<file path="config.mk">
export PLATFORM = sky130hd
export DESIGN_NAME = pipe_stall_ctrl
export DESIGN_NICKNAME = d
export VERILOG_FILES = /design/src/rtl/pipe_stall_ctrl.sv
export SDC_FILE = /design/constraint.sdc
export NUM_CORES = 1
export LEC_CHECK = 0
export CAP_MARGIN = 20
export CORE_MARGIN = 2
export CORE_UTILIZATION = 53
export CTS_CLUSTER_DIAMETER = 120
export CTS_CLUSTER_SIZE = 20
export DETAILED_ROUTE_END_ITERATION = 16
export MAX_ROUTING_LAYER = met4
export PLACE_DENSITY = 0.84
export SLEW_MARGIN = 20
export SYNTH_ARGS = -nofsm -noshare
export SYNTH_HDL_FRONTEND = slang
export SYNTH_SLANG_ARGS = --single-unit
</file>
<file path="constraint.sdc">
create_clock -name clk -period 7.5 [get_ports clk]
set_clock_uncertainty 0.1 [all_clocks]
set_input_delay 2.25 -clock clk [delete_from_list [all_inputs] [get_ports clk]]
set_output_delay 2.25 -clock clk [all_outputs]
set_load 0.02 [all_outputs]
</file>
<file path="src/rtl/pipe_stall_ctrl.sv">
// Central pipeline stall controller: merges ID/EX/MEM stall requests into the
// per-stage hold vector, tracks outstanding data-memory accesses with a timeout.
module pipe_stall_ctrl #(
  parameter int TIMEOUT = 16,
  parameter int CNT_W   = 32
) (
  input  logic             clk,
  input  logic             rst,
  input  logic             stallreq_id_i,
  input  logic             stallreq_ex_i,
  input  logic             mem_req_i,
  input  logic             mem_ready_i,
  output logic [5:0]       stall_o,
  output logic             mem_err_o,
  output logic             busy_o,
  output logic [CNT_W-1:0] stall_cnt_o
);

  localparam int WCNT_W = $clog2(TIMEOUT + 1);
  localparam logic [WCNT_W-1:0] TIMEOUT_CNT = WCNT_W'(TIMEOUT);

  localparam logic [5:0] STALL_MEM  = 6'b011111;
  localparam logic [5:0] STALL_EX   = 6'b001111;
  localparam logic [5:0] STALL_ID   = 6'b000111;
  localparam logic [5:0] STALL_NONE = 6'b000000;

  typedef enum logic {
    ST_IDLE = 1'b0,
    ST_WAIT = 1'b1
  } state_t;

  state_t              state, state_nxt;
  logic [WCNT_W-1:0]   wait_cnt, wait_cnt_nxt;
  logic                err_nxt;
  logic                mem_wait;
  logic                timeout;

  // NOTE: every signal assigned in always_comb gets a default first so no
  // path leaves it unassigned, which would otherwise infer a latch.
  always_comb begin
    state_nxt    = state;
    wait_cnt_nxt = wait_cnt;
    err_nxt      = 1'b0;
    mem_wait     = 1'b0;
    timeout      = (state == ST_WAIT) && !mem_ready_i && (wait_cnt == TIMEOUT_CNT);
    case (state)
      ST_IDLE: begin
        if (mem_req_i && !mem_ready_i) begin
          state_nxt    = ST_WAIT;
          wait_cnt_nxt = WCNT_W'(1);
          mem_wait     = 1'b1;
        end
      end
      ST_WAIT: begin
        // mem_req_i is deliberately ignored here: only ready or timeout exit.
        if (mem_ready_i) begin
          state_nxt    = ST_IDLE;
          wait_cnt_nxt = '0;
        end else if (timeout) begin
          state_nxt    = ST_IDLE;
          wait_cnt_nxt = '0;
          err_nxt      = 1'b1;
        end else begin
          wait_cnt_nxt = wait_cnt + WCNT_W'(1);
          mem_wait     = 1'b1;
        end
      end
      default: begin
        state_nxt    = ST_IDLE;
        wait_cnt_nxt = '0;
      end
    endcase
  end

  // Reset forces the vector to zero at once, even while requests are active.
  always_comb begin
    stall_o = STALL_NONE;
    if (rst)                stall_o = STALL_NONE;
    else if (mem_wait)      stall_o = STALL_MEM;
    else if (stallreq_ex_i) stall_o = STALL_EX;
    else if (stallreq_id_i) stall_o = STALL_ID;
  end

  // NOTE: sequential state uses non-blocking assignments so every register
  // samples the pre-edge values regardless of statement order.
  always_ff @(posedge clk or posedge rst) begin
    if (rst) begin
      state       <= ST_IDLE;
      wait_cnt    <= '0;
      mem_err_o   <= 1'b0;
      stall_cnt_o <= '0;
    end else begin
      state     <= state_nxt;
      wait_cnt  <= wait_cnt_nxt;
      mem_err_o <= err_nxt;
      if (stall_o != STALL_NONE)
        stall_cnt_o <= stall_cnt_o + CNT_W'(1);
    end
  end

  assign busy_o = (state == ST_WAIT);

endmodule

</file>
# [Yosys cells after proc, flatten, opt, wreduce, memory -nomap -nowiden]
# Index checks and enable logic that the tools add are counted.
[totals] ff_bits=39 input_bits=6 out_inout_bits=40
[op_classes] addsub=2 n_eq_ne=2 n_mux=15 bitwise=1 n_reduce_logical=5
[ops] op="adder 32 x 1 -> 32 bit, second input constant" n=1
[ops] op="2-to-1 mux 5 bit" n=5
[ops] op="case mux 5 bit (2 select lines)" n=1
[ops] op="2-to-1 mux 1 bit" n=6
[ops] op="nonzero test 6 bit" n=1
[ops] op="adder 5 x 1 -> 5 bit, second input constant" n=1
[ops] op="== test 5 bit, second input constant" n=1
[ops] op="2-to-1 mux 4 bit" n=1
[ops] op="logical AND 1 bit" n=3
[ops] op="2-to-1 mux 3 bit" n=1
[ops] op="inequality test 2 bit, second input constant" n=1
[ops] op="case mux 1 bit (2 select lines)" n=1
[ops] op="logical NOT 1 bit" n=1
[ops] op="NOT 1 bit" n=1

# [Longest topological paths before layout]
# Gate-level depths: netlist (run 1).
[depth] ltp_word=9 depth_mapped=8

# [Least setup slack after synthesis (run 1)]
# No wires, ideal clock.
[synth_timing] path_kind="input -> output" startpoint="input rst" endpoint="output stall_o[4]" t_arrival_ns=3.487 t_required_ns=5.150 setup_slack_ns=1.663 path_stages=2 path_buffers=0 path_cell_list="inv_1 > and2_1"
[synth_between] elab_chain_len=1
[synth_rtl] element="start, declared" line_no="8" rtl="input logic rst,"
[synth_rtl] element="2-to-1 mux 5 bit" line_no="78" rtl="if (rst) stall_o = STALL_NONE;"
[synth_rtl] element="end, declared" line_no="13" rtl="output logic [5:0] stall_o,"
# No other way between the ends.

# [Worst setup path in the final report (run 1)]
[layout_timing] startpoint="input mem_ready_i" endpoint="output stall_o[0]"
[layout_between] elab_chain_len=8 elab_cells_between_ends=10 cone_classes="mux: 6; reduce/logical: 4"
[layout_rtl] element="start, declared" line_no="12" rtl="input logic mem_ready_i,"
[layout_rtl] element="logical NOT 1 bit" line_no="45, 48"
[layout_rtl] element="logical AND 1 bit (2 in a row)" line_no="45" rtl="timeout = (state == ST_WAIT) && !mem_ready_i && (wait_cnt == TIMEOUT_CNT);"
[layout_rtl] element="2-to-1 mux 1 bit" line_no="59" rtl="end else if (timeout) begin"
[layout_rtl] element="2-to-1 mux 1 bit" line_no="56" rtl="if (mem_ready_i) begin"
[layout_rtl] element="case mux 1 bit (2 select lines) *" line_no="46" rtl="case (state)"
[layout_rtl] element="2-to-1 mux 5 bit *" line_no="79" rtl="else if (mem_wait) stall_o = STALL_MEM;"
[layout_rtl] element="2-to-1 mux 5 bit *" line_no="78"
# Every way passes the cells marked *; elsewhere a longest branch is shown, timed or not.

==> results of run 1 <==
[power groups by stage]
stage          combinational [mW]  clock (mW)  sequential (mW)
2_1_floorplan              0.0566           0            0.281
3_3_place_gp                0.128           0            0.264
3_5_place_dp                0.130           0            0.265
4_1_cts                     0.131       0.147            0.261
5_1_grt                     0.140       0.156            0.265
6_report                    0.129       0.141            0.261
[flip-flops by register name, indices dropped and copies added (netlist names)]
register / count
busy_o: 1
wait_cnt: 5
stall_cnt_o: 32
mem_err_o: 1
[layout by cell type (no fill, tap or decap), types with 2 or more instances in the layout]
cell             instances
and2_1                   2
and4_1                   3
clkbuf_8                 6
clkdlybuf4s50_1         44
dfrtp_1                 39
ha_1                     3
inv_1                    7
nand2_1                 11
nand2b_1                 2
nand3_1                 13
nand4_1                  4
nand4_2                  2
nor2_1                  12
nor2b_1                  2
nor3_1                  12
nor4_1                   4
nor4_2                   3
o21ai_0                  5
xnor2_1                  9
xor2_1                  23
[cells by family after synthesis]
group,count (synthesis),synth area share
AND/OR/NAND/NOR,78,0.2425
flip-flops,39,0.4965
XOR/XNOR,32,0.1426
AO/OA/AOI/OAI,12,0.05857
buffers and inverters,12,0.03310
adder cells (fa/ha/maj),3,0.01910
other,1,0.001908
multiplexers,1,0.005728
[path summary, 6_finish.rpt]
kind	cells past startpoint	start	slack [ns]	to
max in group asynchronous	3	rst	4.51	stall_cnt_o[29]
worst min register to register	1	stall_cnt_o[31]	0.36	stall_cnt_o[31]
worst max-delay path	4	mem_ready_i	1.03	stall_o[0]
worst max register to register	7	wait_cnt[0]	5.22	stall_cnt_o[30]
worst min-delay path	1	stall_cnt_o[31]	0.36	stall_cnt_o[31]
min in group asynchronous	3	rst	2.44	stall_cnt_o[22]
[metal layers]
layer  part of all wire  vias to the layer above  global-route usage
li1                   -                      715                   -
met1               0.47                      694              0.2691
met2               0.47                       34              0.3209
met3              0.043                        8             0.05903
met4              0.018                        0             0.07979
met5                  0                        -                   -
[stage by stage]
step	setup slack (ns)	std cells	cell area (µm²)	total power, mW
after floorplan	1.663	178	1966	0.3381
after global placement	1.077	266	2435	0.3922
after detailed placement	1.034	266	2435	0.3952
after CTS	1.023	273	2522	0.5390
after global routing	0.9746	273	2522	0.5607
final	1.035	273	2522	0.5308
[cell type report]
class,count,area [µm²]
fillers,264,1084
flip-flops and latches,39,975.9
multi-input cells,127,924.6
repair buffers,45,447.9
clock buffers,6,82.58
well taps,48,60.06
inverters,7,26.28
clock inverters,1,5.005
==> metrics.cfg, run 1 <==
[synth]
yosysMostFrequentCell=dfrtp_1
synth.top_cell.area_share=0.4965
yosysTopAreaCell=dfrtp_1
async_reset_ff_frac=1.000
synth_cell_types=38
ys_seq_area_frac=0.4965
ys.flop_type=dfrtp_1
synth_edf_count=0
synth.net_count=187
synthTopCellsByCount=dfrtp_1 (39), xor2_1 (23), nand3_1 (13)
postSynthCellCount=178
yosysWarnings=0
syn_avg_cell_area_um2=11.04
ys_ff_latch=39
synthTopCellsByArea=dfrtp_1 (50%), xor2_1 (10%), xnor2_1 (4.0%)
synth_area_mm2=0.001966

[sta]
final_max_slew_viol_count=0
hold_violations=0
rsz0062_at_grt=no
fin_crit_ns=6.465
finalCritPeriodShare=0.8620
hold_ws_ns=0.3641
fin_setup_tns_ns=0
worst_pin_slew_ns=0.7749
max_freq_ghz=0.1547
relSlewSlack=0.4822
finalSetupViolCount=0

[routing]
drcViolationCount=0
num_vias=1451
drt_wl_total_um=3695
wl_per_cell_um=13.53
drt_iter0_markers=94
postRouteAntennaNets=0
via_per_inst=5.315
first_pass_iters=2

[grt]
antenna_found_initial=0
grt_max_degree=41
grt_pass1_wl_um=6630
track_usage=0.2110
grt_pass1_vias=1414
overflow=0

[worst_setup_path]
crit_path_end_kind=output port
crit_arrival_ns=4.12
worstPathCellList=clkdlybuf4s50_1 > o21bai_1 > a221oi_4 > clkdlybuf4s50_1
crit_buf_inv=2
cp-start-kind=input port
cp.required_ns=5.15
crit_type=input port to output port
worstPathMaxFanout=7
cpPeakStageDelay_ns=0.69
crit_family=buffers and inverters
crit_slowest_cell=clkdlybuf4s50_1
crit_path_frequent_cell=clkdlybuf4s50_1

[clock_network]
post-cts-setup-buffer-count=0
clockBufferDepth=2
cts_root_buffer=clkbuf_8
clkTransAtPathRegs_ns=0.07
tritoncts=built
clk_latency_ns=0.29
cts_made_buffers=5
holdBufCountCts=0
cts.repair.resized=0
cts_sinks=39
htreeDepth=2

[final_layout]
fin_nets=234
post_route_cells_drive_above_1_share=0.09778
diodes=0
post-route-util=0.6995
area_growth_pct=28.33

[placement]
gp_congestion=0.7861
io_buffers=44
hpwlAfterDp_um=2644

[power]
pwr-share-comb=0.243
p_int_uw=360.9
seqPwrFrac=0.492
pwr-share-clk=0.266
power.leakage_nw=1.140
power_switching_uw=169.9
ir_worst_vdd_mv=0.1578
swShare=0.3200
powerDensity_mw_per_mm2=210.4

[floorplan]
die_area_mm2=0.004212
io_pins=46
die_x_um=64.90
start_util=0.5451
die_h_um=64.90
core_area_mm2=0.003606
core.rowCount=22

[run_status]
outcome=completed

[job]
drv_cap=0

[worst_hold_path]
worst_hold_path_type=flop to flop

(Power assumes the default switching activity.)
==> inputs of run 2 (changes only) <==
--- a/config.mk
+++ b/config.mk
@@ -17,3 +17,4 @@
 export SYNTH_ARGS = -nofsm -noshare
 export SYNTH_HDL_FRONTEND = slang
 export SYNTH_SLANG_ARGS = --single-unit
+export TNS_END_PERCENT = 100
==> results of run 2 <==
No change in the layout: final DEF, timing and power equal those of run 1.
